--- config.mk ---
export PLATFORM = sky130hd
export DESIGN_NAME = sysid_check_master_flat
export DESIGN_NICKNAME = d
export VERILOG_FILES = /design/src/rtl/sysid_check_pkg.sv /design/src/rtl/sysid_check_master_if.sv /design/src/rtl/avm_wait_timer.sv /design/src/rtl/sysid_check_master.sv /design/src/flat_wrapper.sv
export SDC_FILE = /design/constraint.sdc
export NUM_CORES = 1
export LEC_CHECK = 0
export CAP_MARGIN = 5
export CORE_MARGIN = 2
export CORE_UTILIZATION = 40
export DETAILED_ROUTE_END_ITERATION = 7
export HOLD_SLACK_MARGIN = 0.15
export PLACE_DENSITY_LB_ADDON = 0.12
export SLEW_MARGIN = 25
export SYNTH_ARGS = -nofsm -noshare
export SYNTH_HDL_FRONTEND = slang
export SYNTH_SLANG_ARGS = --single-unit
export TNS_END_PERCENT = 1
--- constraint.sdc ---
create_clock -name clock -period 5.85 [get_ports clock]
set_input_delay 1.17 -clock clock [delete_from_list [all_inputs] [get_ports clock]]
set_output_delay 1.17 -clock clock [all_outputs]
set_load 0.01 [all_outputs]
--- src/rtl/sysid_check_pkg.sv ---
// Shared types and constants for the system-ID check master.
package sysid_check_pkg;

    typedef enum logic [1:0] {
        IDLE  = 2'd0,
        RD_ID = 2'd1,
        RD_TS = 2'd2,
        FIN   = 2'd3
    } state_t;

    localparam logic SYSID_ADDR_ID = 1'b0;
    localparam logic SYSID_ADDR_TS = 1'b1;
    localparam int   SYSID_DATA_W  = 32;

    function automatic logic is_read_state(input state_t s);
        return (s == RD_ID) || (s == RD_TS);
    endfunction

endpackage

--- src/rtl/sysid_check_master_if.sv ---
// Avalon-MM read-only bus between the check master and the system-ID slave.
interface sysid_check_master_if;
    import sysid_check_pkg::*;

    logic                    avm_address;
    logic                    avm_read;
    logic [SYSID_DATA_W-1:0] avm_readdata;
    logic                    avm_waitrequest;

    modport master (
        output avm_address,
        output avm_read,
        input  avm_readdata,
        input  avm_waitrequest
    );

    modport slave (
        input  avm_address,
        input  avm_read,
        output avm_readdata,
        output avm_waitrequest
    );

endinterface

--- src/rtl/avm_wait_timer.sv ---
// Saturating count of consecutive waitrequest-high cycles; flags the stall that reaches the limit.
module avm_wait_timer #(
    parameter int unsigned TIMEOUT_CYCLES = 255
) (
    input  logic clock,
    input  logic reset_n,
    input  logic clr_i,
    input  logic en_i,
    output logic expired_o
);

    localparam int               CNT_W    = $clog2(TIMEOUT_CYCLES + 1);
    localparam logic [CNT_W-1:0] CNT_MAX  = CNT_W'(TIMEOUT_CYCLES);
    localparam logic [CNT_W-1:0] CNT_LAST = CNT_W'(TIMEOUT_CYCLES - 1);

    logic [CNT_W-1:0] count_q;
    logic [CNT_W-1:0] count_d;

    always_comb begin
        count_d = count_q;
        if (clr_i) begin
            count_d = '0;
        end else if (en_i && (count_q != CNT_MAX)) begin
            count_d = count_q + CNT_W'(1);
        end
    end

    always_ff @(posedge clock or negedge reset_n) begin
        if (!reset_n) begin
            count_q <= '0;
        end else begin
            count_q <= count_d;
        end
    end

    // Asserted during the stall cycle whose closing edge brings the count to the limit.
    assign expired_o = en_i && (count_q >= CNT_LAST);

endmodule

--- src/rtl/sysid_check_master.sv ---
// Reads the system-ID slave (ID word, then timestamp) and reports whether both match the build values.
module sysid_check_master
    import sysid_check_pkg::*;
#(
    parameter logic [SYSID_DATA_W-1:0] EXPECTED_ID    = 32'h0000_0000,
    parameter logic [SYSID_DATA_W-1:0] EXPECTED_TS    = 32'h622A_31A2,
    parameter int unsigned             TIMEOUT_CYCLES = 255,
    parameter bit                      START_ON_RESET = 1'b1
) (
    input  logic                    clock,
    input  logic                    reset_n,
    input  logic                    start,
    sysid_check_master_if.master    avm,
    output logic                    busy,
    output logic                    done,
    output logic                    id_ok,
    output logic                    ts_ok,
    output logic                    timeout,
    output logic [SYSID_DATA_W-1:0] id_value,
    output logic [SYSID_DATA_W-1:0] ts_value
);

    localparam state_t RESET_STATE = state_t'(START_ON_RESET ? RD_ID : IDLE);

    state_t                  state_q, state_d;
    logic [SYSID_DATA_W-1:0] id_value_q, id_value_d;
    logic [SYSID_DATA_W-1:0] ts_value_q, ts_value_d;
    logic                    id_ok_q, id_ok_d;
    logic                    ts_ok_q, ts_ok_d;
    logic                    timeout_q, timeout_d;
    logic                    timer_clr;
    logic                    timer_en;
    logic                    timer_expired;

    avm_wait_timer #(
        .TIMEOUT_CYCLES (TIMEOUT_CYCLES)
    ) u_wait_timer (
        .clock     (clock),
        .reset_n   (reset_n),
        .clr_i     (timer_clr),
        .en_i      (timer_en),
        .expired_o (timer_expired)
    );

    always_comb begin
        state_d    = state_q;
        id_value_d = id_value_q;
        ts_value_d = ts_value_q;
        id_ok_d    = id_ok_q;
        ts_ok_d    = ts_ok_q;
        timeout_d  = timeout_q;
        timer_clr  = 1'b1;
        timer_en   = 1'b0;

        unique case (state_q)
            IDLE: begin
                if (start) begin
                    state_d    = RD_ID;
                    id_value_d = '0;
                    ts_value_d = '0;
                    id_ok_d    = 1'b0;
                    ts_ok_d    = 1'b0;
                    timeout_d  = 1'b0;
                end
            end
            RD_ID, RD_TS: begin
                timer_clr = 1'b0;
                timer_en  = avm.avm_waitrequest;
                if (!avm.avm_waitrequest) begin
                    // Completion re-arms the counter for the following read.
                    timer_clr = 1'b1;
                    if (state_q == RD_ID) begin
                        id_value_d = avm.avm_readdata;
                        state_d    = RD_TS;
                    end else begin
                        ts_value_d = avm.avm_readdata;
                        id_ok_d    = (id_value_q == EXPECTED_ID);
                        ts_ok_d    = (avm.avm_readdata == EXPECTED_TS);
                        state_d    = FIN;
                    end
                end else if (timer_expired) begin
                    timeout_d = 1'b1;
                    id_ok_d   = 1'b0;
                    ts_ok_d   = 1'b0;
                    state_d   = FIN;
                end
            end
            FIN: begin
                state_d = IDLE;
            end
            default: begin
                state_d = IDLE;
            end
        endcase
    end

    always_ff @(posedge clock or negedge reset_n) begin
        if (!reset_n) begin
            state_q    <= RESET_STATE;
            id_value_q <= '0;
            ts_value_q <= '0;
            id_ok_q    <= 1'b0;
            ts_ok_q    <= 1'b0;
            timeout_q  <= 1'b0;
        end else begin
            state_q    <= state_d;
            id_value_q <= id_value_d;
            ts_value_q <= ts_value_d;
            id_ok_q    <= id_ok_d;
            ts_ok_q    <= ts_ok_d;
            timeout_q  <= timeout_d;
        end
    end

    // Reset state may already be RD_ID, so strobes are gated to stay low while reset is held.
    assign avm.avm_read    = reset_n & is_read_state(state_q);
    assign avm.avm_address = (state_q == RD_TS) ? SYSID_ADDR_TS : SYSID_ADDR_ID;
    assign busy            = reset_n & (state_q != IDLE);
    assign done            = (state_q == FIN);
    assign id_ok           = id_ok_q;
    assign ts_ok           = ts_ok_q;
    assign timeout         = timeout_q;
    assign id_value        = id_value_q;
    assign ts_value        = ts_value_q;

endmodule

--- src/flat_wrapper.sv ---
// flat-port wrapper written by rule: the top's interface ports become plain ports
module sysid_check_master_flat import sysid_check_pkg::*;
#(
    parameter logic [SYSID_DATA_W-1:0] EXPECTED_ID    = 32'h0000_0000,
    parameter logic [SYSID_DATA_W-1:0] EXPECTED_TS    = 32'h622A_31A2,
    parameter int unsigned             TIMEOUT_CYCLES = 255,
    parameter bit                      START_ON_RESET = 1'b1
)
  (clock, reset_n, start, busy, done, id_ok, ts_ok, timeout, id_value, ts_value, avm_avm_address, avm_avm_read, avm_avm_readdata, avm_avm_waitrequest);
  sysid_check_master_if avm_i ();
  input  logic clock;
  input  logic reset_n;
  input  logic start;
  output logic busy;
  output logic done;
  output logic id_ok;
  output logic ts_ok;
  output logic timeout;
  output logic [SYSID_DATA_W-1:0] id_value;
  output logic [SYSID_DATA_W-1:0] ts_value;
  output wire logic [$bits(avm_i.avm_address)-1:0] avm_avm_address;
  output wire logic [$bits(avm_i.avm_read)-1:0] avm_avm_read;
  input wire logic [$bits(avm_i.avm_readdata)-1:0] avm_avm_readdata;
  input wire logic [$bits(avm_i.avm_waitrequest)-1:0] avm_avm_waitrequest;
  assign avm_avm_address = avm_i.avm_address;
  assign avm_avm_read = avm_i.avm_read;
  assign avm_i.avm_readdata = avm_avm_readdata;
  assign avm_i.avm_waitrequest = avm_avm_waitrequest;
  sysid_check_master #(.EXPECTED_ID(EXPECTED_ID), .EXPECTED_TS(EXPECTED_TS), .TIMEOUT_CYCLES(TIMEOUT_CYCLES), .START_ON_RESET(START_ON_RESET)) u_core (.clock(clock), .reset_n(reset_n), .start(start), .avm(avm_i), .busy(busy), .done(done), .id_ok(id_ok), .ts_ok(ts_ok), .timeout(timeout), .id_value(id_value), .ts_value(ts_value));
endmodule
After elaboration in Yosys (flattened, before gate mapping)

Cells that the tools add are included.

Logic and storage cells: 67
Output and inout port bits: 71
Register bits after elaboration: 77
Input port bits: 36

Equal/unequal tests: 13
Mux-type cells: 29
Magnitude comparators: 1
Add/subtract/negate cells: 1
Reduce and logical (&&, ||, !) cells: 14
Bitwise operators: 2

Operators with widths:

| cell                                                     | number |
|---|---|
| two-way mux 32 bit                                       | 5 |
| case mux 32 bit (2 select lines)                         | 2 |
| equality test 32 x 31 -> 1 bit, second input constant    | 1 |
| zero test 32 bit                                         | 1 |
| two-way mux 8 bit                                        | 2 |
| AND reduction 4 bit                                      | 4 |
| two-way mux 1 bit                                        | 13 |
| adder 8 x 1 -> 8 bit, second input constant              | 1 |
| greater-or-equal comparator 8 bit, second input constant | 1 |
| inequality test 2 bit, second input constant             | 4 |
| inequality test 8 bit, second input constant             | 1 |
| two-way mux 2 bit                                        | 3 |
| case mux 1 bit (2 select lines)                          | 3 |
| case mux 2 bit (3 select lines)                          | 1 |
| nonzero test 2 bit                                       | 3 |
| equality test 2 bit, second input constant               | 2 |
| inequality test 2 x 1 -> 1 bit, second input constant    | 2 |
| inequality test 3 x 2 -> 1 bit, second input constant    | 1 |
| inequality test 3 bit, second input constant             | 1 |
| AND 1 bit                                                | 2 |
| equality test 2 x 1 -> 1 bit, second input constant      | 1 |
| logical AND 1 bit                                        | 2 |
| zero test 2 bit                                          | 1 |
| AND reduction 2 bit                                      | 1 |
| 2 further kinds                                          | 2 |

Logic depth before layout (Yosys ltp)

Gate-level depths: netlist of run 1.

Word-level depth: 7
Depth in mapped cells: 8
Depth with buffers taken out: 6

Cells and area by module

Synthesis of run 1 repeated with hierarchy kept, for this count alone.

Cell total of the unflattened synthesis: 356
Area, all modules: 3,427.0 µm²

Modules (own cells, without submodules):

| module             | cells each | area each (µm²) | seq. area each (µm²) | times used |
|---|---|---|---|---|
| sysid_check_master | 304        | 2,935.3         | 1,727.9              | 1 |
| avm_wait_timer     | 52         | 491.7           | 200.2                | 1 |

Least setup slack after synthesis of run 1

Ideal clock, no wire load.

Kind: register -> output
Start: register u_core.state_q[0]
End: output port avm_avm_read
Data required time: 4.680 ns
Path buffers: 2
Data arrival time: 1.655 ns
Cell stages (with the launch flop): 6
Path slack: 3.025 ns
Path through: dfstp_2 -> inv_1 -> ha_1 -> clkbuf_1 -> clkbuf_1 -> and2_1

Cells in the longest elaborated chain, start to end: 3
Elaborated cells between the ends (all ways): 4
Those cells by class: eq/ne: 2; bitwise: 1; reduce/logical: 1

Ends and longest elaborated chain:

| element                                                                    | RTL line                  | RTL |
|---|---|---|
| start: declaration                                                         | sysid_check_master.sv:25  | `state_t state_q, state_d;` |
| start signal: assignment                                                   | sysid_check_master.sv:106 | `state_q <= state_d;` |
| equality test 2 x 1 -> 1 bit / equality test 2 bit (equally long branches) | sysid_check_pkg.sv:16     | `return (s == RD_ID) \|\| (s == RD_TS);` |
| logical OR 1 bit *                                                         | sysid_check_pkg.sv:16     |  |
| AND 1 bit *                                                                | sysid_check_master.sv:116 | `assign avm.avm_read = reset_n & is_read_state(state_q);` |
| end: declaration                                                           | flat_wrapper.sv:22        | `output wire logic [$bits(avm_i.avm_read)-1:0] avm_avm_read;` |

Mark *: on every way between the ends. The rest lies on a longest branch, timed or not.

Worst setup path in the final report of run 1

Start: input port reset_n
End: output port avm_avm_read

Cells in the longest elaborated chain, start to end: 1

Ends and longest elaborated chain:

| element            | RTL line                  | RTL |
|---|---|---|
| start: declaration | flat_wrapper.sv:12        | `input logic reset_n;` |
| AND 1 bit          | sysid_check_master.sv:116 |  |

Every way passes these cells.

==> results.cfg, run 1 <==
[synth]
syn-cell-area_sq_um = 3453
synth_top_flop_cell = dfrtp_1
synth_edf_count = 0
synth_seq_cells = 77
avgSynthCellArea_sq_um = 10.04
yosysWarnings = 0
syn_inst = 344
netlist-cell-type-count = 42
synthArstFlopShare_pct = 100.0
yosysSeqAreaShare_pct = 55.83
syn-num-nets = 387

[critical_path]
r2r-start = u_core.state_q[0]$_DFFE_PN1P_
endpoint_kind = output port
crit_fanout = 21
startpoint = reset_n
cp-start-kind = primary input
critical_path_class = primary input to output port
crit_arrival_ps = 2150
timing.rr.end = u_core.ts_value[11]$_DFFE_PN0P_
endpoint = avm_avm_read
worst_ep_required_time_ps = 4680
rr_worst_depth = 7
r2r_setup_slack_ps = 3140

[placement]
port_buffers = 106
dp_hpwl_mm = 6.132
dp.cells = 540
gp_congestion = 0.7944

[clock_tree]
clk_pin_slew_ps = 80
postCtsHoldBufs = 0
cts_buffers = 9
cts_root_buffer = clkbuf_8
post-cts-setup-buffer-count = 0
cts_resized = 0
tritoncts = yes
h-tree-depth = 3
clk_latency_ps = 340
cts.sinks = 77
clockBufferDepth = 2

[sta]
finalClockSkew_ps = 7.363
worst_slew_pin_slew_ps = 839.0
hold_violations = 0
slew_viol_final = 0
finalSetupViolations = 0
timing.fmax_mhz = 301.1
min_period_ps = 3321
post-route-period-util_pct = 56.77
maxSlewHeadroom_pct = 44.07
rsz0062_at_grt = false
finalSetupTns_ps = 0

[routing]
via_count = 2759
wire_per_inst_um = 15.35
drc = 0
postRouteAntennaNets = 0
drtIter0Drc = 125
first_pass_iters = 4
via_per_inst = 4.962
wirelength_mm = 8.536

[global_routing]
grt.overflow.total = 0
top_usage_layer = met2
grt_pass1_wl_mm = 14.32
use_met3_pct = 4.408
use_met2_pct = 30.40
grt_pass1_vias = 2898
grt_max_degree = 65
track_usage_pct = 18.68
antenna_found_initial = 0
use_met1_pct = 25.06

[die]
fp-row-count = 33
die_h_um = 96.92
io_pins = 107
core_sq_um = 8299
chipWidth_um = 96.92
die_area_sq_um = 9393
initial_core_util_pct = 41.61

[hold_path]
hold_class = flop to flop
hp-start = u_core.ts_value[3]$_DFFE_PN0P_

[layout]
fin_nets = 489
diodes = 0
fill_cells = 739
syn_to_final_growth_pct = 37.43
layout-drive-gt1-share_pct = 12.20
instances_no_fill = 556

[power_and_ir_drop]
p_leak_nw = 2.047
vdd_drop_max_uv = 353.4
power.density_nw_per_um2 = 528.4

[run_status]
status = complete, no violations

[job]
drv_cap = 0
worst max-delay path: stages:
cell,delay [ps]
buf_4,250
and2_1,190
clkdlybuf4s50_1,540
placed cells by master (no fill, tap or decap), types with 2 or more instances in the layout:
master and instances:
o21ai_2 27, mux2_2 2, mux2i_1 2, a31oi_1 3, o21ai_0 34, and2_1 2
nor2b_1 2, clkinv_2 2, nor2_1 9, clkbuf_8 10, a21oi_1 3, clkbuf_1 2
nand3_1 3, ha_1 7, buf_4 4, a211oi_1 2, nor4_1 8, xor2_1 2
clkdlybuf4s50_1 105, nand2_1 105, nor3_1 3, inv_1 5, nand4_1 2, o21ai_1 5
nor4b_1 6, dfrtp_1 76
layout make-up:
cell class	instances	area, sq um	area share (%)
timing repair buffer	109	1081	22.78
tap	105	131.4	2.768
multi-input combinational	244	1394	29.37
inverter	5	18.77	0.3955
clock buffer	12	145.1	3.058
sequential	77	1928	40.63
clock inverter	4	47.55	1.002
sequential cells by signal (all words and copies together), names as in the netlist:
signal / cells
u_core.ts_ok: 1
u_core.timeout: 1
u_core.ts_value: 32
u_core.u_wait_timer.count_q: 8
u_core.id_value: 32
u_core.state_q: 2
u_core.id_ok: 1
where the power goes:
group          leakage (nW)  internal [mW]  switching [mW]
Clock                0.0964          0.208           0.189
Sequential             1.01          0.718           0.123
Combinational         0.941          0.539           0.730
routing by layer:
metal	vias up	part of all wire [%]
met5	-	0
met4	0	1.1
met3	7	4.8
met2	63	47
met1	1296	47
li1	1393	-
worst min-delay path by stage:
stage / cells after the start / to / slack [ps]
finish: 2 / u_core.ts_value[3]$_DFFE_PN0P_ / 480
global route: 2 / u_core.ts_value[18]$_DFFE_PN0P_ / 510
CTS: 2 / u_core.ts_value[3]$_DFFE_PN0P_ / 480
detailed placement: 2 / u_core.ts_value[3]$_DFFE_PN0P_ / 470
global placement: 2 / u_core.ts_value[15]$_DFFE_PN0P_ / 460
floorplan: 1 / u_core.u_wait_timer.count_q[2]$_DFFE_PN0P_ / 500
kinds of logic after synthesis:
family / count (synthesis) / share of synthesized area (%)
and+or+nand+nor: 151 / 20.33
buffers and inverters: 23 / 4.058
muxes: 4 / 1.232
AOI/OAI and AO/OA: 79 / 15.25
DFF: 77 / 55.83
adders and majority gates: 7 / 2.536
xor gates and xnor gates: 3 / 0.7610
stage by stage:
step / hold slack [ps] / util (%) / power [mW] / instance area, sq um / setup slack (ps)
2_1_floorplan: 497.0 / - / 1.641 / 3453 / 3025
3_3_place_gp: 460.4 / 54.86 / 2.119 / 4553 / 2505
3_5_place_dp: 465.1 / 54.86 / 2.145 / 4553 / 2486
4_1_cts: 483.6 / 57.18 / 2.547 / 4746 / 2486
5_1_grt: 510.1 / 57.18 / 2.711 / 4746 / 2468
6_report: 479.7 / 57.18 / 2.508 / 4746 / 2529
cells in the mapped netlist, types with 2 or more instances:
master / count / share of area [%]
a211oi_1: 2 / 0.43
a21oi_1: 3 / 0.43
a31oi_1: 3 / 0.54
and2_1: 2 / 0.36
buf_6: 7 / 2.3
clkbuf_1: 10 / 1.1
dfrtp_1: 76 / 55
ha_1: 7 / 2.5
inv_1: 5 / 0.54
mux2_2: 2 / 0.65
mux2i_1: 2 / 0.58
nand2_1: 105 / 11
nand3_1: 3 / 0.43
nand4_1: 2 / 0.36
nor2_1: 9 / 0.98
nor2b_1: 2 / 0.36
nor3_1: 3 / 0.43
nor4_1: 8 / 1.4
nor4b_1: 6 / 1.5
o21ai_0: 34 / 4.9
o21ai_1: 5 / 0.72
o21ai_2: 27 / 6.8
xor2_1: 2 / 0.51
Power figures use the tool's default switching activity.
==> run 2, diff against run 1 <==
clock period = 3.1 ns   (was 5.85 ns; I/O delays follow)
==> results.cfg, run 2 (synthesis gave the netlist of run 1 again) <==
[clock_tree]
postCtsHoldBufs = 0
cts_buffers = 9
h-tree-depth = 3
cts_resized = 0
cts_root_buffer = clkbuf_8
clk_pin_slew_ps = 80
clk_latency_ps = 340
tritoncts = yes
clockBufferDepth = 2
post-cts-setup-buffer-count = 0
cts.sinks = 77

[sta]
slew_viol_final = 0
finalSetupTns_ps = 0
rsz0062_at_grt = false
maxSlewHeadroom_pct = 44.77
min_period_ps = 2681
worst_slew_pin_slew_ps = 828.4
finalSetupViolations = 0
post-route-period-util_pct = 86.47
timing.fmax_mhz = 373.1
finalClockSkew_ps = 8.614
hold_violations = 0

[critical_path]
r2r-start = u_core.state_q[0]$_DFFE_PN1P_
critical_path_class = flop to output port
crit_fanout = 5
worst_ep_required_time_ps = 2480
critPathMaxStageDelay_ps = 570
path_cells = inv_1 -> ha_1 -> and2_1 -> clkdlybuf4s50_1
slowest_stage = dfstp_2
cp_top_family = buffers and inverters
r2r_setup_slack_ps = 660
cp-start-kind = flop
critical_path_buf_inv_count = 2
timing.rr.end = u_core.ts_value[15]$_DFFE_PN0P_
crit_arrival_ps = 2060
endpoint_kind = output port
rr_worst_depth = 6

[routing]
via_count = 2791
wirelength_mm = 8.660
first_pass_iters = 4
wire_per_inst_um = 15.58
drtIter0Drc = 94
via_per_inst = 5.020
postRouteAntennaNets = 0
drc = 0

[layout]
diodes = 0
instances_no_fill = 556
final_cell_mix = nand2_1 (105), clkdlybuf4s50_1 (105), dfrtp_1 (76)
syn_to_final_growth_pct = 38.08
fin_nets = 491
regArea_sq_um = 1928
multiInputGateArea_sq_um = 1394
layout-drive-gt1-share_pct = 12.64
fill_cells = 727

[global_routing]
grt_pass1_vias = 2817
antenna_found_initial = 0
grt.overflow.total = 0
grt_pass1_wl_mm = 14.40
track_usage_pct = 19.19
grt_max_degree = 65

[power_and_ir_drop]
finalPower_mw = 4.785
p_leak_nw = 2.056
vdd_drop_max_uv = 473.2
power.density_nw_per_um2 = 1004

[placement]
port_buffers = 106
gp_congestion = 0.8075
dp.cells = 542
dp_hpwl_mm = 6.269

[run_status]
status = complete, no violations

[die]
die_area_sq_um = 9393
initial_core_util_pct = 41.61
io_pins = 107
core_sq_um = 8299
die_h_um = 96.92
chipWidth_um = 96.92
fp-row-count = 33

[hold_path]
hold_class = primary input to async pin

[job]
drv_cap = 0
==> run 2: cell types whose count changed in the layout (fill, tap and decap cells not counted), sizes merged <==
cell,change
buf,+2
clkbuf,-2
clkinv,-1
clkinvlp,+1
==> run 2: layer usage <==
| layer | track usage (%) | wire length, um |
|---|---|---|
| met4 | 5.200 | 129 |
| met5 | 0 | 0 |
| met1 | 26.11 | 4064 |
| met3 | 6.864 | 472 |
| met2 | 29.22 | 3995 |
==> run 2: how the worst max path moves through the flow <==
stage / startpoint / endpoint / slack, ps / depth (start not counted)
finish: u_core.state_q[0]$_DFFE_PN1P_ / avm_avm_read / 420 / 4
global route: u_core.state_q[0]$_DFFE_PN1P_ / avm_avm_read / 330 / 4
CTS: u_core.state_q[0]$_DFFE_PN1P_ / avm_avm_read / 400 / 4
detailed placement: avm_avm_waitrequest / u_core.ts_value[7]$_DFFE_PN0P_ / 500 / 5
global placement: avm_avm_waitrequest / u_core.ts_value[6]$_DFFE_PN0P_ / 540 / 5
floorplan: u_core.state_q[0]$_DFFE_PN1P_ / avm_avm_read / 830 / 5
==> run 2: worst register-to-register path: cells and delay by family, from the launching register on <==
family,cells,cell delay [ps]
simple gates,3,1220
flops,1,570
fa+ha+maj,1,370
compound gates,1,70
buf+inv,1,80
==> run 2: through the flow <==
stage          utilization, %  hold slack [ps]  area (sq um)  worst slack [ps]
2_1_floorplan               -            324.4          3453             825.2
3_3_place_gp            55.19            460.5          4581             541.8
3_5_place_dp            55.19            468.7          4581             498.1
4_1_cts                 57.46            331.6          4768             401.7
5_1_grt                 57.46            347.0          4768             334.5
6_report                57.46            320.3          4768             419.5
==> run 2: cell type report <==
cell class / count / share of cell area [%]
multi-input combinational: 244 / 29.23
inverter: 5 / 0.3936
clock inverter: 4 / 1.050
timing repair buffer: 111 / 23.25
sequential: 77 / 40.44
clock buffer: 10 / 2.886
tap: 105 / 2.755
==> run 2: report_power, final <==
group | switching, mW | internal [mW] | total (mW)
registers | 0.246 | 1.36 | 1.60
logic | 1.38 | 1.06 | 2.44
clock network | 0.358 | 0.384 | 0.741
total | 1.98 | 2.80 | 4.79
